--- src/rtl/ov5640_pkg.sv ---
// Shared state type, bus widths and default geometry for the OV5640 DVP capture path.
package ov5640_pkg;

    typedef enum logic [1:0] {
        IDLE   = 2'd0,
        SKIP   = 2'd1,
        ACTIVE = 2'd2
    } cap_state_e;

    localparam int DVP_W        = 8;
    localparam int RGB565_W     = 16;
    localparam int DEF_H_PIXELS = 640;
    localparam int DEF_V_LINES  = 480;

    // Width of a saturating counter that must be able to hold the value n.
    function automatic int cnt_width(input int n);
        return (n < 1) ? 1 : $clog2(n + 1);
    endfunction

endpackage

--- src/rtl/ov5640_edge_det.sv ---
// Registered single-edge detector: FALLING=0 flags 0->1, FALLING=1 flags 1->0 of i_sig.
module ov5640_edge_det #(
    parameter bit FALLING = 1'b0
) (
    input  logic i_clk,
    input  logic i_rst,
    input  logic i_sig,
    output logic o_edge
);

    logic r_sig_d;

    // NOTE: sequential state uses non-blocking assignments so every flop samples pre-edge values.
    always_ff @(posedge i_clk or posedge i_rst) begin
        if (i_rst) begin
            r_sig_d <= 1'b0;
        end else begin
            r_sig_d <= i_sig;
        end
    end

    assign o_edge = FALLING ? (~i_sig & r_sig_d) : (i_sig & ~r_sig_d);

endmodule

--- src/rtl/ov5640_data_cap.sv ---
// OV5640 DVP capture: byte-pair assembly to RGB565, start-up frame skip, pixel strobe output.
// Optional line/frame geometry checking is enabled with the CAP_FRAME_CHECK_EN macro.
module ov5640_data_cap
    import ov5640_pkg::*;
#(
    parameter int FRAME_SKIP = 10,
    parameter int H_PIXELS   = DEF_H_PIXELS,
    parameter int V_LINES    = DEF_V_LINES
) (
    input  logic                sys_clk,
    input  logic                sys_rst,
    input  logic                cam_vsync,
    input  logic                cam_href,
    input  logic [DVP_W-1:0]    cam_data,
    output logic                pre_wr_en,
    output logic [RGB565_W-1:0] ov5640_data,
    output logic                frame_start,
    output logic                cap_err
);

    localparam int              FC_W    = cnt_width(FRAME_SKIP);
    localparam logic [FC_W-1:0] FC_MAX  = '1;
    localparam logic [FC_W-1:0] FC_SKIP = FC_W'(FRAME_SKIP);

    logic                r1_vsync;
    logic                r1_href;
    logic [DVP_W-1:0]    r1_data;

    logic                w_vs_rise;
    logic                w_href_fall;
    logic                w_pix_done;
    logic [FC_W-1:0]     w_frame_cnt_inc;

    logic                r_toggle;
    logic [DVP_W-1:0]    r_hi;
    logic [RGB565_W-1:0] r_pix;
    logic                r_pix_vld;

    cap_state_e          r_state;
    logic [FC_W-1:0]     r_frame_cnt;

    always_ff @(posedge sys_clk or posedge sys_rst) begin
        if (sys_rst) begin
            r1_vsync <= 1'b0;
            r1_href  <= 1'b0;
            r1_data  <= '0;
        end else begin
            r1_vsync <= cam_vsync;
            r1_href  <= cam_href;
            r1_data  <= cam_data;
        end
    end

    ov5640_edge_det #(
        .FALLING (1'b0)
    ) u_vsync_edge (
        .i_clk  (sys_clk),
        .i_rst  (sys_rst),
        .i_sig  (r1_vsync),
        .o_edge (w_vs_rise)
    );

    ov5640_edge_det #(
        .FALLING (1'b1)
    ) u_href_edge (
        .i_clk  (sys_clk),
        .i_rst  (sys_rst),
        .i_sig  (r1_href),
        .o_edge (w_href_fall)
    );

    assign w_pix_done      = r1_href & r_toggle;
    assign w_frame_cnt_inc = (r_frame_cnt == FC_MAX) ? r_frame_cnt : r_frame_cnt + 1'b1;

    // Toggle can only be 1 while href is low in the cycle right after href falls, so clearing
    // there drops a dangling high byte and leaves every line starting on a high byte.
    always_ff @(posedge sys_clk or posedge sys_rst) begin
        if (sys_rst) begin
            r_toggle  <= 1'b0;
            r_hi      <= '0;
            r_pix     <= '0;
            r_pix_vld <= 1'b0;
        end else begin
            r_pix_vld <= w_pix_done;
            if (r1_href) begin
                r_toggle <= ~r_toggle;
                if (!r_toggle) begin
                    r_hi <= r1_data;
                end else begin
                    r_pix <= {r_hi, r1_data};
                end
            end else if (w_href_fall) begin
                r_toggle <= 1'b0;
            end
        end
    end

    always_ff @(posedge sys_clk or posedge sys_rst) begin
        if (sys_rst) begin
            r_state     <= IDLE;
            r_frame_cnt <= '0;
            frame_start <= 1'b0;
            pre_wr_en   <= 1'b0;
            ov5640_data <= '0;
        end else begin
            frame_start <= 1'b0;
            pre_wr_en   <= 1'b0;
            case (r_state)
                IDLE: begin
                    if (w_vs_rise) begin
                        if (FRAME_SKIP == 0) begin
                            r_state     <= ACTIVE;
                            frame_start <= 1'b1;
                        end else begin
                            r_state <= SKIP;
                        end
                    end
                end
                SKIP: begin
                    if (w_vs_rise) begin
                        r_frame_cnt <= w_frame_cnt_inc;
                        if (w_frame_cnt_inc == FC_SKIP) begin
                            r_state     <= ACTIVE;
                            frame_start <= 1'b1;
                        end
                    end
                end
                ACTIVE: begin
                    frame_start <= w_vs_rise;
                    if (r_pix_vld) begin
                        pre_wr_en   <= 1'b1;
                        ov5640_data <= r_pix;
                    end
                end
                default: begin
                    r_state <= IDLE;
                end
            endcase
        end
    end

`ifdef CAP_FRAME_CHECK_EN
    localparam int              PC_W   = cnt_width(H_PIXELS);
    localparam int              LC_W   = cnt_width(V_LINES);
    localparam logic [PC_W-1:0] PC_MAX = '1;
    localparam logic [LC_W-1:0] LC_MAX = '1;
    localparam logic [PC_W-1:0] PC_EXP = PC_W'(H_PIXELS);
    localparam logic [LC_W-1:0] LC_EXP = LC_W'(V_LINES);

    logic [PC_W-1:0] r_pix_cnt;
    logic [LC_W-1:0] r_line_cnt;
    logic            r_cap_err;
    logic            w_line_bad;
    logic            w_frame_bad;

    assign w_line_bad  = w_href_fall & (r_pix_cnt != PC_EXP);
    // The vs_rise that enters ACTIVE sees r_state != ACTIVE, so it is never judged.
    assign w_frame_bad = w_vs_rise & (r_line_cnt != LC_EXP);

    always_ff @(posedge sys_clk or posedge sys_rst) begin
        if (sys_rst) begin
            r_pix_cnt  <= '0;
            r_line_cnt <= '0;
            r_cap_err  <= 1'b0;
        end else begin
            if (w_href_fall) begin
                r_pix_cnt <= '0;
            end else if (w_pix_done && (r_pix_cnt != PC_MAX)) begin
                r_pix_cnt <= r_pix_cnt + 1'b1;
            end

            if (w_vs_rise) begin
                r_line_cnt <= '0;
            end else if (w_href_fall && (r_line_cnt != LC_MAX)) begin
                r_line_cnt <= r_line_cnt + 1'b1;
            end

            if ((r_state == ACTIVE) && (w_line_bad || w_frame_bad)) begin
                r_cap_err <= 1'b1;
            end
        end
    end

    assign cap_err = r_cap_err;
`else
    assign cap_err = 1'b0;
`endif

endmodule

--- config.mk ---
export PLATFORM = sky130hd
export DESIGN_NAME = ov5640_data_cap
export DESIGN_NICKNAME = d
export VERILOG_FILES = /design/src/rtl/ov5640_pkg.sv /design/src/rtl/ov5640_edge_det.sv /design/src/rtl/ov5640_data_cap.sv
export SDC_FILE = /design/constraint.sdc
export NUM_CORES = 1
export LEC_CHECK = 0
export ABC_AREA = 1
export BUFFER_PORTS_ARGS = -buffer_cell sky130_fd_sc_hd__buf_4
export CAP_MARGIN = 30
export CORE_ASPECT_RATIO = 0.75
export CORE_MARGIN = 10
export CORE_UTILIZATION = 35
export CTS_CLUSTER_DIAMETER = 100
export DETAILED_ROUTE_END_ITERATION = 10
export PLACE_DENSITY = 0.52
export SETUP_SLACK_MARGIN = 0.05
export SYNTH_ARGS = -nofsm -noshare
export SYNTH_HDL_FRONTEND = slang
export SYNTH_SLANG_ARGS = --single-unit
--- constraint.sdc ---
create_clock -name sys_clk -period 2.2 [get_ports sys_clk]
set_input_delay 0.44 -clock sys_clk [delete_from_list [all_inputs] [get_ports sys_clk]]
set_output_delay 0.44 -clock sys_clk [all_outputs]
set_load 0.05 [all_outputs]
==> impl_metrics.env, run 1 <==
export IMPL_dp_hpwl_mm=2.98
export IMPL_synth_avg_cell_area_um2=9.81
export IMPL_period_share_pct=62.7
export IMPL_row_count=25
export IMPL_min_period_ns=1.38
export IMPL_status="complete, no violations"
export IMPL_crit_buf_inv=1
export IMPL_cts_sink_count=62
export IMPL_place_ws_ns=0.827
export IMPL_reg2reg_to="r_state[1]"
export IMPL_drcViolationCount=0
export IMPL_hold_violations=0
export IMPL_globalplace_congestion=0.723
export IMPL_clockBufferDepth=2
export IMPL_synth_top_cells_by_area="dfrtp_1, nand2_1, o21ai_0, inv_1, ha_1"
export IMPL_critPathArrivalTime_ns=0.94
export IMPL_syn_inst=240
export IMPL_min_path_type="in2async"
export IMPL_grt_pass1_wl_mm=7.64
export IMPL_htreeDepth=3
export IMPL_antenna_found_initial=0
export IMPL_netlist_area_um2=2350
export IMPL_postCtsHoldBufs=0
export IMPL_crit_family="flip-flops"
export IMPL_multi_input_area_um2=672
export IMPL_skew_ns=0.00963
export IMPL_synth_top_cell_area_share_pct=65.9
export IMPL_cap_violations=0
export IMPL_ant_nets=0
export IMPL_worstPathMaxFanout=2
export IMPL_floorplan_die_area_um2=10400
export IMPL_syn_nets=258
export IMPL_drive_gt1_share_pct=20.0
export IMPL_wl_mm=4.39
export IMPL_tns_ns=0
export IMPL_max_freq_ghz=0.725
export IMPL_synth_commonest_cells="nand2_1, dfrtp_1, o21ai_0, inv_1, ha_1"
export IMPL_max_stage_delay_ns=0.41
export IMPL_synth_edff_count=0
export IMPL_clk_latency_ns=0.34
export IMPL_post_route_worst_setup_slack_ns=0.821
export IMPL_drv_slew=0
export IMPL_grt_setup_unrepaired="no"
export IMPL_cp_depth=1
export IMPL_r2r_setup_slack_ns=0.82
export IMPL_io_buffers=29
export IMPL_endpoint="ov5640_data[6]"
export IMPL_slew_limit_headroom_pct=61.7
export IMPL_start_kind="register"
export IMPL_clkTransAtPathRegs_ns=0.07
export IMPL_crit_path_end_kind="output pin"
export IMPL_grt_max_degree=38
export IMPL_grt_usage_pct=9.29
export IMPL_synthArstFlopShare_pct=100
export IMPL_yosysUniqueCellTypes=18
export IMPL_cpMaxStageDelayCell="dfrtp_1"
export IMPL_yosysTopAreaCell="dfrtp_1"
export IMPL_ios=31
export IMPL_rr_worst_depth=9
export IMPL_path_class="reg2out"
export IMPL_yosysSeqAreaShare_pct=65.9
export IMPL_wl_per_cell_um=12.2
export IMPL_p_leak_nw=1.53
export IMPL_fillCellCount=626
export IMPL_drt_vias_per_instance=4.28
export IMPL_cts_root_buffer="clkbuf_8"
export IMPL_worstSetupStartpoint="ov5640_data[6]"
export IMPL_chipHeight_um=91.0
export IMPL_r2r_start="r_frame_cnt[0]"
export IMPL_cts_tree="yes"
export IMPL_grt_overflow=0
export IMPL_drt_initial_drc_count=97
export IMPL_ir_drop_mv=0.586
export IMPL_antenna_diode_count=0
export IMPL_cts_resized_gates=0
export IMPL_critPathRequiredTime_ns=1.76
export IMPL_powerDensity_nw_per_um2=1350
export IMPL_tightest_slew_ns=0.573
export IMPL_die_w_um=115
export IMPL_regArea_um2=1550
export IMPL_post_cts_buffers=0
export IMPL_cp_cell_sequence="buf_4"
export IMPL_drtPass1Iterations=4
export IMPL_setup_viol_count_final=0
export IMPL_yosys_warnings=0
export IMPL_initial_core_util_pct=36.7
export IMPL_numCtsBuffers=9
export IMPL_syn_to_final_growth_pct=22.4
export IMPL_synth_seq_cells=62
export IMPL_yosysMostFrequentCell="nand2_1"
export IMPL_dr_total_vias=1545
export IMPL_core_area_um2=6410
export IMPL_finalNetCount=293
export IMPL_grt_pass1_vias=1565
export IMPL_ys_flop_type="dfrtp_1"
==> state kept, by name, summed over array words and instances (netlist names), named ones only <==
register              count
u_vsync_edge.r_sig_d      1
r_pix                    16
frame_start               1
r_hi                      8
r_state                   2
r1_data                   8
r1_href                   1
u_href_edge.r_sig_d       1
r_toggle                  1
r1_vsync                  1
r_frame_cnt               3
pre_wr_en                 1
ov5640_data              16
r_pix_vld                 1
==> how the worst min path moves through the flow <==
stage	from	to	slack, ns	cells after the start
2_1_floorplan	r1_vsync	u_vsync_edge.r_sig_d	0.35	0
3_3_place_gp	r1_vsync	u_vsync_edge.r_sig_d	0.37	0
3_5_place_dp	r1_vsync	u_vsync_edge.r_sig_d	0.36	0
4_1_cts	sys_rst	r_frame_cnt[0]	0.17	2
5_1_grt	cam_data[4]	r1_data[4]	0.17	1
6_report	sys_rst	ov5640_data[5]	0.16	2
==> routing by layer <==
metal  vias up  track usage, %  share of wire [%]
li1        803               -                  -
met1       697            12.9                 53
met2        37            11.2                 39
met3         8            4.93                6.4
met4         0            4.69                1.5
met5         -               0                  0
==> area by class of cell <==
cell class                 count  area share [%]
tap                           81            3.52
timing repair buffer          32            8.77
clock inverter                 7            3.08
sequential                    62            53.9
multi-input combinational    146            23.3
inverter                      24            3.13
clock buffer                   9            4.30
==> kinds of logic after synthesis <==
family                     count (synthesis)  synth area share, %
AOI/OAI and AO/OA                         26                 5.64
and+or+nand+nor                          112                 19.2
DFF                                       62                 65.9
xor gates and xnor gates                   1                0.372
buffers and inverters                     32                 5.53
other                                      1                0.159
adders and majority gates                  6                 3.19
==> power by group <==
part	internal (mW)	switching (mW)	total, mW	leakage [nW]
clock network	0.631	0.441	1.07	0.113
logic	0.387	0.827	1.21	0.640
registers	1.42	0.182	1.60	0.780
total	2.44	1.45	3.89	1.53
==> placed cells by master (no fill, tap or decap), drive strengths merged <==
| cell type | n |
|---|---|
| a21boi | 1 |
| buf | 32 |
| bufinv | 2 |
| clkbuf | 9 |
| clkinv | 5 |
| conb | 1 |
| dfrtp | 62 |
| ha | 6 |
| inv | 24 |
| nand2 | 98 |
| nand3 | 7 |
| nand4 | 1 |
| nor2 | 6 |
| o21ai | 25 |
| xnor2 | 1 |
==> per-stage QoR <==
| stage | hold WS (ns) | power [mW] | utilization, % | instances | instance area [um2] |
|---|---|---|---|---|---|
| 2_1_floorplan | 0.354 | 2.48 | - | 240 | 2350 |
| 3_3_place_gp | 0.368 | 2.84 | 41.6 | 345 | 2670 |
| 3_5_place_dp | 0.360 | 2.86 | 41.6 | 345 | 2670 |
| 4_1_cts | 0.166 | 3.95 | 44.9 | 361 | 2880 |
| 5_1_grt | 0.175 | 4.16 | 44.9 | 361 | 2880 |
| 6_report | 0.164 | 3.89 | 44.9 | 361 | 2880 |
Power figures use the tool's default switching activity.
==> run 2: changes to the inputs <==
PLACE_DENSITY = 0.54   (was 0.52)
clock period = 1.2 ns   (was 2.2 ns; I/O delays follow)
==> impl_metrics.env, run 2 (synthesis gave the netlist of run 1 again) <==
export IMPL_grt_met2_usage_pct=14.0
export IMPL_period_share_pct=106
export IMPL_powerDensity_nw_per_um2=2410
export IMPL_min_from="r1_vsync"
export IMPL_die_w_um=115
export IMPL_cts_tree="yes"
export IMPL_ant_nets=0
export IMPL_use_met3_pct=4.67
export IMPL_min_path_type="reg2reg"
export IMPL_grt_busiest_layer="met2"
export IMPL_violations="setup timing"
export IMPL_syn_to_final_growth_pct=42.6
export IMPL_multi_input_area_um2=718
export IMPL_met1_usage_pct=11.6
export IMPL_critPathArrivalTime_ns=1.49
export IMPL_cts_sink_count=62
export IMPL_grt_pass1_wl_mm=7.98
export IMPL_power_total_mw=8.08
export IMPL_min_period_ns=1.27
export IMPL_dp_cells=355
export IMPL_switching_power_mw=2.84
export IMPL_grt_setup_unrepaired="yes"
export IMPL_status="complete, but fails checks"
export IMPL_htreeDepth=3
export IMPL_floorplan_die_area_um2=10400
export IMPL_drv_slew=0
export IMPL_globalplace_congestion=0.747
export IMPL_setup_viol_count_final=11
export IMPL_instances_no_fill=398
export IMPL_initial_core_util_pct=36.7
export IMPL_antenna_found_initial=0
export IMPL_hold_violations=0
export IMPL_p_clk_share_pct=26.0
export IMPL_drive_gt1_share_pct=31.5
export IMPL_tns_ns=-0.199
export IMPL_fillCellCount=603
export IMPL_antenna_diode_count=0
export IMPL_clockBufferDepth=2
export IMPL_grt_max_degree=63
export IMPL_crit_path_end_kind="register"
export IMPL_dp_hpwl_mm=3.02
export IMPL_combinationalPowerShare_pct=37.2
export IMPL_top_regs="ov5640_data x16, r_pix x16"
export IMPL_row_count=25
export IMPL_cap_violations=0
export IMPL_sw_frac_of_total_pct=35.2
export IMPL_layout_common_cells="nand2_1, dfrtp_1, buf_4"
export IMPL_worstSetupStartpoint="r_state[1]"
export IMPL_start_kind="register"
export IMPL_dr_total_vias=1734
export IMPL_r2r_start="r_state[1]"
export IMPL_chipHeight_um=91.0
export IMPL_drcViolationCount=0
export IMPL_drt_vias_per_instance=4.36
export IMPL_drtPass1Iterations=4
export IMPL_grt_pass1_vias=1722
export IMPL_clk_latency_ns=0.33
export IMPL_worstPathMaxFanout=3
export IMPL_io_buffers=29
export IMPL_cts_root_buffer="clkbuf_8"
export IMPL_p_seq_share_pct=36.8
export IMPL_finalNetCount=330
export IMPL_regArea_um2=1550
export IMPL_numCtsBuffers=9
export IMPL_ios=31
export IMPL_fin_util_pct=52.4
export IMPL_ir_drop_mv=1.07
export IMPL_intPower_mw=5.24
export IMPL_skew_ns=0.00403
export IMPL_path_class="reg2reg"
export IMPL_critPathRequiredTime_ns=1.42
export IMPL_max_freq_ghz=0.787
export IMPL_wl_per_cell_um=11.9
export IMPL_core_area_um2=6410
export IMPL_clkTransAtPathRegs_ns=0.06
export IMPL_post_route_worst_setup_slack_ns=-0.0705
export IMPL_hold_ws_ns=0.379
export IMPL_final_common_cell="nand2_1"
export IMPL_grt_usage_pct=9.50
export IMPL_grt_overflow=0
export IMPL_wl_mm=4.72
export IMPL_p_leak_nw=1.72
export IMPL_drt_initial_drc_count=113
==> run 2: cell types whose count changed in the layout (fill, tap and decap cells not counted), sizes merged <==
cell and change:
dlygate4sd3 +11, clkbuf +4, inv -2, clkinvlp +3, buf +25, clkinv -4
==> run 2: worst paths after layout <==
path / end / slack (ns) / cells after the start
setup / recovery: r_state[0] / -0.07 / 8
hold / removal: u_vsync_edge.r_sig_d / 0.38 / 0
setup reg to reg: r_state[0] / -0.07 / 8
hold reg to reg: u_vsync_edge.r_sig_d / 0.38 / 0
max in group asynchronous: r_pix[10] / 0.40 / 4
min in group asynchronous: ov5640_data[6] / 0.52 / 4
==> run 2: final cells by class <==
cell class                 count  area share [%]
tap                           81            3.02
timing repair buffer          68            19.3
clock buffer                  13            5.03
timing repair inverter         1           0.224
inverter                      24            2.91
clock inverter                 3            1.94
sequential                    62            46.2
multi-input combinational    146            21.4
==> run 2: per-layer routing <==
metal | routed length, um | vias up
met1 | 2260 | 814
met2 | 2140 | 31
met3 | 254 | 7
met5 | 0 | -
met4 | 63 | 0
li1 | - | 882
==> run 2: power groups by stage <==
| stage | Sequential, mW | Combinational (mW) | Clock, mW |
|---|---|---|---|
| 2_1_floorplan | 3.72 | 0.841 | 0 |
| 3_3_place_gp | 2.95 | 2.40 | 0 |
| 3_5_place_dp | 2.95 | 2.43 | 0 |
| 4_1_cts | 2.96 | 2.78 | 2.17 |
| 5_1_grt | 3.03 | 3.26 | 2.28 |
| 6_report | 2.97 | 3.01 | 2.10 |
==> run 2: critical path: stages, from the launching register on <==
cell and delay, ns:
dfrtp_1 0.42, inv_2 0.07, ha_2 0.19, nor2_2 0.11
nor2_1 0.06, nor2_2 0.14, nand2_2 0.07, nand2_1 0.06
nand2_1 0.05
==> run 2: repair_timing <==
item                       CTS  global route
pin swaps                    3            10
hold buffers                11             0
setup endpoints to repair   38            44
gates cloned                 0             1
gates resized for setup     23            16
setup buffers                8             7
hold endpoints to repair    72             0
==> run 2: per-stage QoR <==
| stage | setup slack [ns] | cell area (um2) |
|---|---|---|
| floorplan | -0.0458 | 2360 |
| global placement | -0.108 | 2780 |
| detailed placement | -0.116 | 2780 |
| CTS | -0.0627 | 3250 |
| global route | -0.144 | 3360 |
| finish | -0.0705 | 3360 |
